**config.mk**
```make
export PLATFORM = sky130hd
export DESIGN_NAME = register_file_flat
export DESIGN_NICKNAME = d
export VERILOG_FILES = /design/src/rtl/register_file_if.sv /design/src/rtl/register_file.sv /design/src/flat_wrapper.sv
export SDC_FILE = /design/constraint.sdc
export NUM_CORES = 1
export LEC_CHECK = 0
export BUFFER_PORTS_ARGS = -buffer_cell sky130_fd_sc_hd__buf_2
export CORE_UTILIZATION = 45
export DETAILED_ROUTE_END_ITERATION = 10
export PLACE_DENSITY = 0.68
export SLEW_MARGIN = 20
export SYNTH_ARGS = -nofsm -noshare
export SYNTH_HDL_FRONTEND = slang
export SYNTH_SLANG_ARGS = --single-unit
```
**constraint.sdc**
```tcl
create_clock -name clk -period 0.8 [get_ports clk]
set_input_delay 0.16 -clock clk [delete_from_list [all_inputs] [get_ports clk]]
set_output_delay 0.16 -clock clk [all_outputs]
set_load 0.005 [all_outputs]
```
**src/rtl/register_file_if.sv**
```systemverilog
// register_file_if: bus bundle between the accumulator/decoder side and the
// register file.
//   A       write data from the accumulator (DATA_W)
//   RegCE   write enable
//   RegNum  one-hot (multi-hot legal) register select (NUM_REGS)
//   out     combinational read data (DATA_W)
// master: drives A/RegCE/RegNum, receives out. slave: the register file.
interface register_file_if #(
   parameter int DATA_W   = 8,
   parameter int NUM_REGS = 4
);
   logic [DATA_W-1:0]   A;
   logic                RegCE;
   logic [NUM_REGS-1:0] RegNum;
   logic [DATA_W-1:0]   out;

   modport master (output A, output RegCE, output RegNum, input out);
   modport slave  (input A, input RegCE, input RegNum, output out);
endinterface

```
**src/rtl/register_file.sv**
```systemverilog
// register_file: NUM_REGS x DATA_W general-purpose registers for the datapath.
// Ports:
//   clk     system clock, all updates on the rising edge
//   nReset  synchronous reset, active HIGH despite the name; clears every register
//   bus     register_file_if.slave (A, RegCE, RegNum in; out out)
// Write: at the edge with RegCE=1, every register whose RegNum bit is set loads A.
// Read:  out is the OR of all selected registers, purely combinational.
// Optional feature macro: REGFILE_BYPASS_EN -- when defined, a register being
// written this cycle contributes A to out instead of its stored value
// (suppressed while reset is asserted).
module register_file #(
   parameter int DATA_W   = 8,
   parameter int NUM_REGS = 4
) (
   input  logic           clk,
   input  logic           nReset,
   register_file_if.slave bus
);

   logic [DATA_W-1:0] regs_q [NUM_REGS];
   logic [DATA_W-1:0] regs_d [NUM_REGS];
   logic [DATA_W-1:0] rd_data;
   logic [DATA_W-1:0] rd_term;

   always_comb begin
      regs_d = regs_q;
      if (bus.RegCE) begin
         for (int i = 0; i < NUM_REGS; i++) begin
            if (bus.RegNum[i]) begin
               regs_d[i] = bus.A;
            end
         end
      end
   end

   always_ff @(posedge clk) begin
      if (nReset) begin
         for (int i = 0; i < NUM_REGS; i++) begin
            regs_q[i] <= '0;
         end
      end else begin
         regs_q <= regs_d;
      end
   end

   // Multi-hot selects OR together, so the decoder can read a merged value.
   always_comb begin
      rd_data = '0;
      rd_term = '0;
      for (int i = 0; i < NUM_REGS; i++) begin
         rd_term = regs_q[i];
`ifdef REGFILE_BYPASS_EN
         if (bus.RegCE && !nReset && bus.RegNum[i]) begin
            rd_term = bus.A;
         end
`endif
         if (bus.RegNum[i]) begin
            rd_data = rd_data | rd_term;
         end
      end
   end

   assign bus.out = rd_data;

endmodule

```
**src/flat_wrapper.sv**
```systemverilog
// flat-port wrapper written by rule: the top's interface ports become plain ports
module register_file_flat 
#(
   parameter int DATA_W   = 8,
   parameter int NUM_REGS = 4
)
  (clk, nReset, bus_A, bus_RegCE, bus_RegNum, bus_out);
  register_file_if #(.DATA_W(DATA_W), .NUM_REGS(NUM_REGS)) bus_i ();
  input  logic clk;
  input  logic nReset;
  input wire logic [$bits(bus_i.A)-1:0] bus_A;
  input wire logic [$bits(bus_i.RegCE)-1:0] bus_RegCE;
  input wire logic [$bits(bus_i.RegNum)-1:0] bus_RegNum;
  output wire logic [$bits(bus_i.out)-1:0] bus_out;
  assign bus_i.A = bus_A;
  assign bus_i.RegCE = bus_RegCE;
  assign bus_i.RegNum = bus_RegNum;
  assign bus_out = bus_i.out;
  register_file #(.DATA_W(DATA_W), .NUM_REGS(NUM_REGS)) u_core (.clk(clk), .nReset(nReset), .bus(bus_i));
endmodule
```
==> metrics.yaml <==
required_ps: 640
final_area_sq_um: 1710
ys_warn_count: 0
areaGrowthSynthToFinish_pct: 15.2
setup.worst_path.end_class: "output port"
dpl_cell_area_sq_um: 1580
grt-ovfl-total: 0
hold_ws_ps: 152
violations: "setup timing"
portBuffers: 22
dpl.hpwl_mm: 1.99
period_needed_ps: 1200
setup.worst_path.start_class: "flop"
power.density_nw_per_um2: 1820
netlist_instances: 145
slew-limit-headroom: 0.796
pre_cts_slack_ps: -267
fp.dieH_microns: 59.5
worstSkewPairLatency_ps: 330
tns_ps: -3010
grt_max_degree: 41
firstDrtPassIters: 4
synth_cell_types: 11
status: "finished, violations left"
cts.sinks: 32
finalSetupViolations: 8
p_leak_uw: 0.000792
period_share: 1.50
dp.cells: 202
syn_area_per_cell_sq_um: 10.3
seq_area_frac_synth: 0.431
rsz0062_at_grt: "yes"
maxCapViolCount: 0
initial_core_util: 0.479
worst_slack_ps: -397
stdcell_count: 212
worst_slew_pin_slew_ps: 307
antenna_found_initial: 0
hold_buffers: 0
num_vias: 1097
nNetsFinal: 182
crit_type: "reg -> out"
syn_area_sq_um: 1490
ant_nets: 0
fillCellCount: 302
grt_pass1_vias: 1064
cts_buffer_depth: 2
crit_arrival_ps: 1040
clock_skew_ps: 0
core_area_sq_um: 3100
die_area_sq_um: 3540
clk_pin_slew_ps: 90
place_congestion: 0.690
holdCritPathClass: "in -> reg"
routed_wl_mm: 3.09
cts_tree: "done"
cts_buffers: 5
ys_ff_latch: 32
hold_violations: 0
final_layout_size_suffix_gt1_frac: 0.321
drc: 0
wire_per_inst_microns: 14.6
drv_slew: 0
viasPerCell: 5.17
grt_first_pass_wirelength_mm: 5.15
syn_nets: 160
grt_util_all_layers: 0.207
ir_worst_vdd_mv: 0.974
fp-row-count: 20
die_width_microns: 59.5
io_pins: 23
drt_iter0_markers: 38
critical_path.max_fanout: 2
diodes: 0
clockRootBuffer: "clkbuf_4"
max_freq_ghz: 0.835
cts_max_level: 2
==> cells in the mapped netlist <==
cell type  number  area (sq um)
a22oi_1        16           120
and2_4          2          17.5
buf_2           1          5.00
buf_4           2          15.0
buf_6           5          56.3
clkbuf_1        3          11.3
dfxtp_1        32           641
mux2i_1        32           320
nand2_1        10          37.5
nand2_2         2          12.5
nand2b_1       40           250
==> report_power, final <==
group	switching, uW	internal [uW]
sequential	50.0	1680
combinational	216	214
clock	528	433
total	795	2330
==> placed cells by master (no fill, tap or decap), drive strengths merged <==
| master | n |
|---|---|
| nand2b | 40 |
| mux2i | 32 |
| dfxtp | 32 |
| buf | 25 |
| a22oi | 16 |
| nand2 | 12 |
| clkbuf | 9 |
| and2 | 2 |
==> timing repair <==
| item | 4_1_cts | 5_1_grt |
|---|---|---|
| endpoints found under the setup margin | 8 | 9 |
| gates resized for setup | 11 | 8 |
| pin swaps | 6 | 4 |
| setup buffers | 1 | 1 |
==> cell type report <==
class	instances	area, sq um	area share
clock buffers	8	58.8	0.0344
well taps	44	55.1	0.0322
flip-flops and latches	32	652	0.381
multi-input cells	102	803	0.469
repair buffers	26	143	0.0833
==> critical path, stage by stage (launching register included) <==
cell	delay [ps]
dfxtp_1	330
a22oi_1	180
nand2_1	70
buf_2	130
==> cells by family (layout without fill, tap and decap cells) <==
| family | count (synthesis) | after routing | synth area share |
|---|---|---|---|
| multiplexers | 32 | 32 | 0.215 |
| buffers and inverters | 11 | 34 | 0.0589 |
| AND/OR/NAND/NOR | 54 | 54 | 0.214 |
| flip-flops | 32 | 32 | 0.431 |
| AO/OA/AOI/OAI | 16 | 16 | 0.0808 |
==> metal layers <==
layer,share of wire,track usage
met2,0.48,0.331
met3,0.059,0.0699
met4,0.017,0.0884
met1,0.44,0.251
met5,0,0
==> final timing paths <==
check	from	end	slack, ps	cells after the start
worst min-delay path	bus_A[5]	u_core.regs_q[29]	150	3
worst max-delay path	u_core.regs_q[19]	bus_out[3]	-400	3
worst min register to register	u_core.regs_q[29]	u_core.regs_q[29]	480	2
worst max register to register	u_core.regs_q[11]	u_core.regs_q[11]	90	3
==> metrics by stage <==
stage          utilization  total power (uW)
2_1_floorplan            -              2050
3_3_place_gp         0.509              2140
3_5_place_dp         0.509              2160
4_1_cts              0.541              3150
5_1_grt              0.552              3280
6_report             0.552              3120
==> registers in the layout, summed over array words and instances, names as in the netlist <==
register        flops
u_core.regs_q      24
u_core.rd_term      8
No activity file was read; power rests on OpenSTA's default activity.
